## config.mk

```make
export PLATFORM = sky130hd
export DESIGN_NAME = button_debouncer
export DESIGN_NICKNAME = d
export VERILOG_FILES = /design/src/rtl/debouncer_pkg.sv /design/src/rtl/button_debouncer_sync_2ff.sv /design/src/rtl/button_debouncer.sv
export SDC_FILE = /design/constraint.sdc
export NUM_CORES = 1
export LEC_CHECK = 0
export ABC_AREA = 1
export CAP_MARGIN = 5
export CORE_MARGIN = 8
export CORE_UTILIZATION = 50
export CTS_CLUSTER_DIAMETER = 60
export CTS_CLUSTER_SIZE = 16
export DETAILED_ROUTE_END_ITERATION = 10
export GPL_ROUTABILITY_DRIVEN = 0
export PLACE_DENSITY = 0.83
export SLEW_MARGIN = 20
export SYNTH_ARGS = -nofsm -noshare
export SYNTH_HDL_FRONTEND = slang
export SYNTH_SLANG_ARGS = --single-unit
```

## constraint.sdc

```tcl
create_clock -name clk -period 1.25 [get_ports clk]
set_clock_uncertainty 0.05 [all_clocks]
set_input_delay 0.125 -clock clk [delete_from_list [all_inputs] [get_ports clk]]
set_output_delay 0.125 -clock clk [all_outputs]
set_load 0.02 [all_outputs]
```

## src/rtl/debouncer_pkg.sv

```systemverilog
// -----------------------------------------------------------------------------
// debouncer_pkg
//   Shared definitions for the push-button debouncer:
//     - db_state_e               : 2-bit FSM state encoding (all four codes used)
//     - DEBOUNCE_CYCLES_DEFAULT  : default stable-cycle count (1 ms at 50 MHz)
//     - db_is_check()            : true while a candidate level is being timed
// -----------------------------------------------------------------------------
package debouncer_pkg;

  localparam int DEBOUNCE_CYCLES_DEFAULT = 50000;

  typedef enum logic [1:0] {
    STABLE_LOW  = 2'b00,
    CHECK_HIGH  = 2'b01,
    STABLE_HIGH = 2'b10,
    CHECK_LOW   = 2'b11
  } db_state_e;

  function automatic logic db_is_check(input db_state_e st);
    return (st == CHECK_HIGH) || (st == CHECK_LOW);
  endfunction

endpackage

```

## src/rtl/button_debouncer_sync_2ff.sv

```systemverilog
// -----------------------------------------------------------------------------
// sync_2ff
//   Two-flop synchronizer for a single asynchronous bit.
//   Ports:
//     i_clk   : destination clock
//     i_rst_n : asynchronous active-low reset, clears both flops to 0
//     i_d     : asynchronous input bit
//     o_q     : synchronized output (two clk edges of latency)
// -----------------------------------------------------------------------------
module sync_2ff (
  input  logic i_clk,
  input  logic i_rst_n,
  input  logic i_d,
  output logic o_q
);

  logic r_meta;
  logic r_sync;

  always_ff @(posedge i_clk or negedge i_rst_n) begin
    if (!i_rst_n) begin
      r_meta <= 1'b0;
      r_sync <= 1'b0;
    end else begin
      r_meta <= i_d;
      r_sync <= r_meta;
    end
  end

  assign o_q = r_sync;

endmodule

```

## src/rtl/button_debouncer.sv

```systemverilog
// -----------------------------------------------------------------------------
// button_debouncer
//   Debounces a mechanical push-button. A level change is accepted only after
//   the sampled input has held the new level for DEBOUNCE_CYCLES consecutive
//   clock cycles past the edge that first saw it (DEBOUNCE_CYCLES+1 edges in
//   total, counting that first edge).
//
//   Build option:
//     DEBOUNCER_SYNC_EN : when defined, btn_raw passes through a two-flop
//                         synchronizer (sync_2ff) first, adding 2 cycles of
//                         latency. When undefined, btn_raw must already be
//                         synchronous to clk.
//
//   Parameters:
//     DEBOUNCE_CYCLES : stable cycles required, legal range 2 .. 2**24
//   Ports:
//     clk     : system clock, rising edge
//     rst     : asynchronous active-low reset
//     btn_raw : raw (bouncing) button level
//     btn     : debounced level, straight from a flop
//     busy    : high while a candidate level change is being timed
// -----------------------------------------------------------------------------
module button_debouncer
  import debouncer_pkg::*;
#(
  parameter int DEBOUNCE_CYCLES = DEBOUNCE_CYCLES_DEFAULT
) (
  input  logic clk,
  input  logic rst,
  input  logic btn_raw,
  output logic btn,
  output logic busy
);

  localparam int CNT_W = $clog2(DEBOUNCE_CYCLES);
  localparam logic [CNT_W-1:0] CNT_LAST = CNT_W'(DEBOUNCE_CYCLES - 1);

  db_state_e        r_state;
  logic [CNT_W-1:0] r_cnt;
  logic             r_btn;

  db_state_e        w_state_nxt;
  logic [CNT_W-1:0] w_cnt_nxt;
  logic             w_btn_nxt;
  logic             w_busy;
  logic             w_s;

  // Sampled input
`ifdef DEBOUNCER_SYNC_EN
  sync_2ff u_sync (
    .i_clk   (clk),
    .i_rst_n (rst),
    .i_d     (btn_raw),
    .o_q     (w_s)
  );
`else
  assign w_s = btn_raw;
`endif

  // State, counter and debounced-level registers
  always_ff @(posedge clk or negedge rst) begin
    if (!rst) begin
      r_state <= STABLE_LOW;
      r_cnt   <= '0;
      r_btn   <= 1'b0;
    end else begin
      r_state <= w_state_nxt;
      r_cnt   <= w_cnt_nxt;
      r_btn   <= w_btn_nxt;
    end
  end

  // Next-state logic. The counter only runs in the CHECK states; it tops out
  // at CNT_LAST, where the commit happens instead of an increment, so it never
  // wraps. btn changes on the very edge that commits the new level.
  always_comb begin
    w_state_nxt = r_state;
    w_cnt_nxt   = r_cnt;
    w_btn_nxt   = r_btn;
    case (r_state)
      STABLE_LOW: begin
        w_cnt_nxt = '0;
        if (w_s) begin
          w_state_nxt = CHECK_HIGH;
        end
      end
      CHECK_HIGH: begin
        if (!w_s) begin
          w_state_nxt = STABLE_LOW;
          w_cnt_nxt   = '0;
        end else if (r_cnt == CNT_LAST) begin
          w_state_nxt = STABLE_HIGH;
          w_cnt_nxt   = '0;
          w_btn_nxt   = 1'b1;
        end else begin
          w_cnt_nxt   = r_cnt + 1'b1;
        end
      end
      STABLE_HIGH: begin
        w_cnt_nxt = '0;
        if (!w_s) begin
          w_state_nxt = CHECK_LOW;
        end
      end
      CHECK_LOW: begin
        if (w_s) begin
          w_state_nxt = STABLE_HIGH;
          w_cnt_nxt   = '0;
        end else if (r_cnt == CNT_LAST) begin
          w_state_nxt = STABLE_LOW;
          w_cnt_nxt   = '0;
          w_btn_nxt   = 1'b0;
        end else begin
          w_cnt_nxt   = r_cnt + 1'b1;
        end
      end
      // Unreachable with a fully used 2-bit encoding; kept so any corrupted
      // state falls back to the reset condition.
      default: begin
        w_state_nxt = STABLE_LOW;
        w_cnt_nxt   = '0;
        w_btn_nxt   = 1'b0;
      end
    endcase
  end

  // Outputs
  always_comb begin
    w_busy = db_is_check(r_state);
  end

  assign busy = w_busy;
  assign btn  = r_btn;

endmodule

```

Word level (Yosys, flattened, before mapping):

Index checks and enable logic that the tools add are counted.

* register bits: 19
* bits in latches: 0
* RAM bits: 0
* memory bits (read-only): 0
* word-level logic and storage cells: 38
* memories: 0

* $add $sub $neg: 1
* multipliers: 0
* divide/modulo/power cells: 0
* $lt $le $gt $ge: 0
* eq/ne operators: 12
* shift operators: 0
* multiplexer cells: 16
* bitwise operators: 0
* reduce and logical (&&, ||, !) cells: 6

Operators by type and width (number)
* $mux 16: 3
* $pmux 16 s3: 1
* $add 16x1->16 const B: 1
* $eq 16x16->1 const B: 1
* $mux 2: 6
* $ne 2x2->1 const B: 6
* $pmux 2 s4: 1
* $ne 3x3->1 const B: 2
* $reduce_and 5->1: 1
* $eq 2x2->1 const B: 2
* $mux 1: 4
* $reduce_and 4->1: 1
* $eq 2x1->1 const B: 1
* $logic_not 2->1: 1
* $pmux 1 s2: 1
* $reduce_bool 2->1: 1
* $reduce_or 2->1: 1
* $logic_or 1x1->1: 1

Longest topological paths before layout:

Gate-level depths: netlist of run 1.

* word-level depth: 4
* mapped depth: 8
* mapped depth without buffers: 8

Worst setup path before layout of run 1:

OpenSTA, ideal clock, no wires.

* path type: register -> register
* start point: reg r_cnt[0]
* end point: reg (tool-made name)
* library setup time: 120 ps
* arrival time: 1138 ps
* data required time: 1080 ps
* setup slack: -59 ps
* cell stages (with the launch flop): 7
* path buffers: 0
* period minus slack after synthesis: 1309 ps
* path through: dfrtp_1 > ha_1 > nand3_2 > nor2_2 > nand2_2 > o21ai_1 > nand2_1

RTL lines
* from (decl): line button_debouncer.sv:39 `logic [CNT_W-1:0] r_cnt;`
* from (signal assigned): line button_debouncer.sv:68 `r_cnt <= w_cnt_nxt;`

Final worst setup path of run 1:

* start point: reg r_cnt[0]
* end point: reg r_cnt[11]

* longest elaborated chain between the ends: 4

RTL lines
* $add 16x1->16 / $eq 16x16->1 (equally long branches)
* $mux 16 (*): line button_debouncer.sv:91, button_debouncer.sv:109
* $mux 16, on equally long branches: line button_debouncer.sv:106, button_debouncer.sv:88
* $pmux 16 s3 (*): line button_debouncer.sv:80 `case (r_state)`
* net w_cnt_nxt[11]: line button_debouncer.sv:43 `logic [CNT_W-1:0] w_cnt_nxt;`

Mark *: on every way through the listed nets, which the timed path passes. The rest lies on a longest branch.
A chain may end at the register's enable or synchronous reset.

==> results of run 1 <==
## cell families (layout without fill, tap and decap cells)
| kind of cell | after synthesis | in the layout |
|---|---|---|
| adders and majority gates | 1 | 1 |
| AOI/OAI and AO/OA | 8 | 8 |
| buffers and inverters | 20 | 45 |
| xor gates and xnor gates | 6 | 6 |
| and+or+nand+nor | 92 | 93 |
| DFF | 19 | 19 |
## worst max-delay path by stage
stage,from,end,slack [ns],depth (start not counted)
global route,r_cnt[0]$_DFF_PN0_,r_cnt[11]$_DFF_PN0_,-0.24,7
finish,r_cnt[0]$_DFF_PN0_,r_cnt[11]$_DFF_PN0_,-0.15,7
global placement,btn_raw,r_cnt[14]$_DFF_PN0_,-0.16,9
detailed placement,btn_raw,r_cnt[14]$_DFF_PN0_,-0.28,9
floorplan,r_cnt[0]$_DFF_PN0_,r_cnt[14]$_DFF_PN0_,-0.009,8
CTS,r_cnt[0]$_DFF_PN0_,r_cnt[14]$_DFF_PN0_,-0.12,8
## power by group
group | switching, mW | internal, mW
Combinational | 0.0470 | 0.0287
Sequential | 0.00399 | 0.619
Clock | 0.194 | 0.125
Total | 0.245 | 0.772
## final cells by class
class	count	area, sq um
inverter	18	67.6
timing repair buffer	23	184
tap	28	35.0
clock buffer	4	26.3
multi-input combinational	108	662
sequential	19	477
fill	180	718
## worst max-delay path: cells and delay by family, from the launching register on
kind,cells,cell delay (ns)
buf+inv,2,0.20
flops,1,0.41
simple gates,4,0.50
compound gates,1,0.17
## Yosys cell counts (2+ instances only)
master,count,area share [%]
nand3_2,2,1.8
xor2_1,5,3.9
inv_1,13,4.4
dfrtp_1,19,43
nand3_1,6,2.7
nand2_2,4,2.2
nor2_4,2,2.0
nand2_1,35,12
inv_2,5,1.7
o21bai_1,3,2.0
o21ai_1,2,0.89
nor2_2,5,2.8
nor2_1,33,11
## flip-flops by register name (all words and copies together), names as in the netlist, named ones only
signal	count
r_state	1
r_cnt	16
btn	1
## per-stage QoR
stage                     util, %  worst slack, ns
final                        66.9           -0.150
after global routing         66.9           -0.244
after CTS                    63.3           -0.117
after detailed placement     59.2           -0.277
after global placement       59.2           -0.163
after floorplan                 -         -0.00871
## metal layers
layer | global-route usage [%] | vias to the layer above | part of all wire [%]
li1 | - | 497 | -
met1 | 15.3 | 496 | 37
met2 | 23.6 | 28 | 55
met3 | 2.83 | 9 | 5.4
met4 | 5.01 | 0 | 1.9
met5 | 0 | - | 0
## what timing repair did
item,CTS,global route
gates resized for setup,14,15
pin swaps,8,8
setup buffers,1,5
cloned,1,0
endpoints found under the setup margin,21,19
==> impl_metrics.tcl, run 1 <==
set metrics [dict create \
    pwr_density_cell_nw_per_um2 701 \
    ys.flop_type "dfrtp_1" \
    drc_errors 0 \
    synth_top_family_by_area "simple AND/OR/NAND/NOR gates" \
    min_path_type "in2async" \
    avgSynthCellArea_sq_um 7.66 \
    syn_nets 150 \
    drive_gt1_share_pct 36.6 \
    final_cell_area_sq_um 1450 \
    relSlewSlack_pct 76.9 \
    ff2ff_setup_slack_ns -0.15 \
    grt_setup_unrepaired "yes" \
    critPathLaunchType "flop" \
    first_global_vias 1005 \
    drt_first_pass_iters 4 \
    tightest_slew_ns 0.345 \
    synth_fa_ha_area_share_pct 1.12 \
    row_count 17 \
    fin_ws_ns -0.150 \
    wl_per_cell_um 13.6 \
    area_delta_synth_final_pct 29.8 \
    grt_use_total_pct 13.3 \
    ios 5 \
    antenna_found_initial 0 \
    dpl_cell_area_sq_um 1280 \
    hold_ws_ns 0.0883 \
    synth_compound_area_share_pct 5.26 \
    cts.clk_slew.worst_paths_ns 0.11 \
    violations "setup timing" \
    mappedNetlistArea_sq_um 1120 \
    maxCapViolCount 0 \
    numPortBuffers 4 \
    synth_edf_count 0 \
    tns_ns -1.77 \
    path_max_fanout 3 \
    gr-total-overflow 0 \
    synth-seq-area-share_pct 42.5 \
    setup.worst_path.end_class "flop" \
    timing.rr.start "r_cnt[0]$_DFF_PN0_" \
    yosys.area_share.simple_pct 39.0 \
    worstReg2RegEnd "r_cnt[11]$_DFF_PN0_" \
    synthArstFlopShare_pct 100 \
    synthDistinctLibCells 25 \
    htreeDepth 1 \
    cp_data_arrival_time_ns 1.59 \
    core-area_sq_um 2170 \
    synth-seq-cells 19 \
    vias 1030 \
    start_util_pct 51.6 \
    diodes 0 \
    outcome "complete, but fails checks" \
    wl_um 2730 \
    final_cells 200 \
    layout_commonest_cell "nand2_1" \
    clockBufferDepth 2 \
    dp.cells 189 \
    die_h_um 63.3 \
    die_x_um 63.3 \
    dp_hpwl_um 1800 \
    required_ns 1.44 \
    vdd_drop_max_mv 0.743 \
    layout_min_cycle_time_ns 1.40 \
    fmax_mhz 715 \
    path_cells "buf_4, nand3_2, nor2_4, nand2_1, o21bai_1, inv_1, nor2_1" \
    synth-xor-area-share_pct 4.70 \
    r2r_cells 7 \
    synth_warnings 0 \
    ant_nets 0 \
    cts-root-buf "clkbuf_4" \
    final_hold_viol_count 0 \
    max_stage_delay_ns 0.41 \
    fin_nets 177 \
    grt_pass1_wl_um 4330 \
    crit_type "reg2reg" \
    period_share_pct 112 \
    grt_start_max_net_pins 20 \
    clk_latency_ns 0.30 \
    drtIter0Drc 79 \
    power_leakage_nw 0.633 \
    synth_mux_area_share_pct 0 \
    clock-sinks 19 \
    cts_buffers 3 \
    die_area_sq_um 4010 \
    synthCells 146 \
    slew_violations 0 \
    postCtsHoldBufs 0 \
    cts_tree "done" \
    setup_viol 19 \
    vias_per_cell 5.15 \
    layout_common_cells "nand2_1, nor2_1, dfrtp_1, buf_4, inv_1" \
    crit_slowest_cell "dfrtp_1" \
    power_mw 1.02 \
]
Power figures use the tool's default switching activity.
==> run 2: changes to the inputs <==
REMOVE_ABC_BUFFERS = 1   (was not set)
==> run 2 against run 1 <==
The flow still finishes with violations (setup timing). Die area stayed put. Via count is 1.2% higher. Flip-flop and latch count stayed put. Sequential share of layout area is 0.88 points lower. Design area is 3.0% higher. Critical endpoint is now r_cnt[14]$_DFF_PN0_. Largest cell class unchanged. Largest power group unchanged.
==> impl_metrics.tcl, run 2 (same netlist as run 1, synthesis figures left out) <==
set metrics [dict create \
    outcome "complete, but fails checks" \
    violations "setup timing" \
    row_count 17 \
    numPortBuffers 4 \
    antenna_found_initial 0 \
    fin_nets 175 \
    fmax_mhz 724 \
    dp_hpwl_um 1710 \
    die_x_um 63.3 \
    die_area_sq_um 4010 \
    registers.top_by_ff_count "r_cnt" \
    cts_tree "done" \
    grt_use_total_pct 13.9 \
    vdd_drop_max_mv 0.848 \
    cts_buffers 3 \
    drive_gt1_share_pct 40.0 \
    pwr_density_cell_nw_per_um2 678 \
    drc_errors 0 \
    start_util_pct 51.6 \
    gr-total-overflow 0 \
    diodes 0 \
    drt_first_pass_iters 4 \
    tightest_slew_ns 0.308 \
    slew_violations 0 \
    area_delta_synth_final_pct 33.7 \
    min_path_type "in2async" \
    power_leakage_nw 0.658 \
    drtIter0Drc 74 \
    fin_util_pct 68.9 \
    final_cells 198 \
    tns_ns -1.85 \
    wl_per_cell_um 14.4 \
    setup.worst_path.end_class "flop" \
    crit_type "reg2reg" \
    first_global_vias 1030 \
    setup_viol 19 \
    cp_data_arrival_time_ns 1.53 \
    cts-root-buf "clkbuf_4" \
    path_cells "ha_4, nand2_4, nor2_4, nand2_2, nor2_2, nand2_1, nor2_1, nor2_1" \
    postCtsHoldBufs 0 \
    crit_slowest_cell "dfrtp_1" \
    clk_latency_ns 0.30 \
    dp.cells 189 \
    fin_ws_ns -0.132 \
    final_hold_viol_count 0 \
    maxCapViolCount 0 \
    largest_reg_flops 16 \
    layout_commonest_cell "nand2_1" \
    period_share_pct 111 \
    power_mw 1.01 \
    cpMostUsedCell "nor2_1" \
    ff2ff_setup_slack_ns -0.13 \
    htreeDepth 1 \
    grt_start_max_net_pins 20 \
    ios 5 \
    layout_min_cycle_time_ns 1.38 \
    required_ns 1.40 \
    cts.clk_slew.worst_paths_ns 0.10 \
    layout_common_cells "nand2_1, nor2_1, dfrtp_1" \
    clock-sinks 19 \
    path_max_fanout 3 \
    r2r_cells 8 \
    vias 1042 \
    grt_pass1_wl_um 4470 \
    core-area_sq_um 2170 \
    critPathLaunchType "flop" \
    relSlewSlack_pct 79.5 \
    vias_per_cell 5.26 \
    pre_cts_ws_ns -0.241 \
    max_stage_delay_ns 0.42 \
    ant_nets 0 \
    wl_um 2850 \
    clockBufferDepth 2 \
    grt_setup_unrepaired "yes" \
    die_h_um 63.3 \
]
[run 2: timing repair]
| item | in CTS | in global routing |
|---|---|---|
| hold endpoints to repair | 0 | 0 |
| resized for setup | 29 | 12 |
| setup buffers | 4 | 0 |
| setup endpoints to repair | 21 | 19 |
| pin swaps | 9 | 10 |
| cloned | 1 | 0 |
[run 2: report_power, final]
part,leakage (nW),switching [mW],internal [mW]
clock network,0.0177,0.185,0.120
registers,0.248,0.00440,0.619
logic,0.392,0.0538,0.0324
total,0.658,0.243,0.771
[run 2: through the flow]
step	hold WS, ns	area [sq um]
2_1_floorplan	-0.221	1100
3_3_place_gp	0.433	1280
3_5_place_dp	0.438	1280
4_1_cts	0.0939	1440
5_1_grt	0.0979	1500
6_report	0.0944	1500
[run 2: cell type report]
type | count | area, sq um
fill | 144 | 674
timing repair buffer | 21 | 169
multi-input combinational | 108 | 718
inverter | 18 | 67.6
sequential | 19 | 478
tap | 28 | 35.0
clock buffer | 3 | 22.5
clock inverter | 1 | 5.00
[run 2: worst paths after layout]
check | startpoint | to
min reg2reg | btn$_DFFE_PN0P_ | btn$_DFFE_PN0P_
min | rst | r_cnt[5]$_DFF_PN0_
max reg2reg | r_cnt[0]$_DFF_PN0_ | r_cnt[14]$_DFF_PN0_
min in group clk | btn_raw | flop
max in group asynchronous | rst | r_cnt[2]$_DFF_PN0_
max | r_cnt[0]$_DFF_PN0_ | r_cnt[14]$_DFF_PN0_
[run 2: critical path, delay by kind of cell (launching register included)]
family,cells,cell delay [ns]
flip-flops,1,0.42
adder cells (fa/ha/maj),1,0.19
AND/OR/NAND/NOR,7,0.60
[run 2: routing by layer]
metal / part of all wire, % / global-route usage (%) / vias to the layer above / routed length [um]
met3: 6.9 / 4.95 / 13 / 197
met5: 0 / 0 / - / 0
met2: 53 / 24.3 / 40 / 1500
met1: 38 / 15.4 / 497 / 1070
met4: 2.9 / 4.18 / 0 / 82
li1: - / - / 492 / -
==> run 3: changes to the inputs <==
CELL_PAD_IN_SITES_DETAIL_PLACEMENT = 1   (was not set)
CELL_PAD_IN_SITES_GLOBAL_PLACEMENT = 1   (was not set)
CORE_UTILIZATION = 39   (was 50)
PLACE_DENSITY = 0.85   (was 0.83)
==> run 3 against run 2 <==
The run still ends with setup timing left. Maximum frequency decreased by 7.2%. Die area grew 21%. Clock power up 9.2%. Utilization is 12 points lower. Critical path type unchanged.
==> impl_metrics.tcl, run 3 (same netlist as run 1, synthesis figures left out) <==
set metrics [dict create \
    clockBufferDepth 2 \
    outcome "complete, but fails checks" \
    cts.clk_slew.worst_paths_ns 0.13 \
    drive_gt1_share_pct 44.5 \
    path_max_fanout 4 \
    die_area_sq_um 4840 \
    fillers 333 \
    timing.rr.start "r_cnt[0]$_DFF_PN0_" \
    grt_start_max_net_pins 20 \
    fin_nets 178 \
    p_comb_share_pct 8.5 \
    cts_tree "done" \
    layout_commonest_cell "nand2_1" \
    switching_power_mw 0.275 \
    htreeDepth 1 \
    ios 5 \
    critPathLaunchType "flop" \
    start_util_pct 40.9 \
    die_x_um 69.6 \
    layout_common_cells "nand2_1, nor2_1, buf_4" \
    grt_setup_unrepaired "yes" \
    layout_min_cycle_time_ns 1.49 \
    cp_data_arrival_time_ns 1.68 \
    max_stage_delay_ns 0.44 \
    slew_violations 0 \
    fin_ws_ns -0.238 \
    crit_type "reg2reg" \
    vias_per_cell 5.25 \
    area_delta_synth_final_pct 39.9 \
    drc_errors 0 \
    gr-total-overflow 0 \
    vdd_drop_max_mv 0.515 \
    postCtsHoldBufs 0 \
    largest_reg_flops 16 \
    pwr_density_cell_nw_per_um2 667 \
    path_cells "ha_4, buf_6, nand3_4, nor2_4, nand2_4, nor2_4, nand2_1, nand2_1" \
    row_count 19 \
    clock-sinks 19 \
    drtIter0Drc 58 \
    vias 1070 \
    drt_first_pass_iters 4 \
    power_mw 1.04 \
    maxCapViolCount 0 \
    crit_start "r_cnt[0]$_DFF_PN0_" \
    first_global_vias 1204 \
    dp_hpwl_um 2090 \
    core-area_sq_um 2730 \
    wl_um 3960 \
    power_leakage_nw 0.711 \
    clk_latency_ns 0.31 \
    cts_buffers 3 \
    final_cells 204 \
    intPower_mw 0.770 \
    power.share.clock_pct 31.8 \
    crit_slowest_cell "dfrtp_1" \
    numPortBuffers 4 \
    final_hold_viol_count 0 \
    relSlewSlack_pct 79.9 \
    tightest_slew_ns 0.302 \
    grt_pass1_wl_um 5960 \
    ff2ff_setup_slack_ns -0.24 \
    setup_viol 19 \
    period_share_pct 119 \
    cts-root-buf "clkbuf_4" \
    antenna_found_initial 0 \
    required_ns 1.45 \
    violations "setup timing" \
    wl_per_cell_um 19.4 \
    grt_use_total_pct 15.0 \
    switching_share_pct 26.3 \
    fmax_mhz 672 \
    ant_nets 0 \
    min_path_type "in2async" \
    registers.top_by_ff_count "r_cnt" \
    seq_power_share_pct 59.7 \
    setup.worst_path.end_class "flop" \
    r2r_cells 8 \
    die_h_um 69.6 \
    diodes 0 \
    dp.cells 193 \
]
## run 3: layout make-up
cell class              instances  area [sq um]  share of cell area (%)
flip-flops and latches         19           479                    30.6
inverters                      18          67.6                    4.32
repair buffers                 24           199                    12.7
clock inverters                 1          5.00                   0.320
multi-input cells             108           753                    48.1
well taps                      31          38.8                    2.48
clock buffers                   3          22.5                    1.44
## run 3: what timing repair did
action                                  in CTS  in global routing
resized for setup                           28                 25
endpoints found under the hold margin        0                  0
pin swaps                                   12                 12
endpoints found under the setup margin      21                 19
gates cloned                                 0                  1
setup buffers                                4                  2
## run 3: how the worst min path moves through the flow
stage	to	slack, ns
after global routing	r_cnt[7]$_DFF_PN0_	0.09
after floorplan	asynchronous set/reset pin	-0.22
after detailed placement	r_cnt[7]$_DFF_PN0_	0.44
after global placement	r_cnt[7]$_DFF_PN0_	0.43
final	r_cnt[8]$_DFF_PN0_	0.08
after CTS	r_cnt[8]$_DFF_PN0_	0.09
## run 3: power groups by stage
stage,clock [mW],sequential [mW],combinational [mW]
3_5_place_dp,0,0.634,0.0737
4_1_cts,0.335,0.623,0.0768
6_report,0.332,0.624,0.0889
3_3_place_gp,0,0.633,0.0701
5_1_grt,0.363,0.625,0.0998
2_1_floorplan,0,0.636,0.0307
## run 3: through the flow
stage / setup TNS [ns] / utilization (%) / cell area (sq um) / setup slack (ns) / hold WS, ns
floorplan: -0.530 / - / 1100 / -0.0586 / -0.221
global placement: -2.55 / 47.1 / 1290 / -0.169 / 0.428
detailed placement: -3.46 / 47.1 / 1290 / -0.230 / 0.437
CTS: -1.39 / 52.8 / 1440 / -0.189 / 0.0916
global route: -5.09 / 57.3 / 1570 / -0.332 / 0.0894
finish: -3.65 / 57.3 / 1570 / -0.238 / 0.0784
## run 3: per-layer routing
metal | track usage (%) | routed length [um] | vias to the layer above
met1 | 16.5 | 1630 | 536
met5 | 0 | 0 | -
met2 | 26.7 | 2030 | 25
li1 | - | - | 495
met3 | 1.86 | 99 | 14
met4 | 9.11 | 191 | 0
## run 3: critical path: cells and delay by family, from the launching register on
kind	cells	cell delay, ns
fa+ha+maj	1	0.18
buf+inv	1	0.11
flops	1	0.44
simple gates	6	0.65
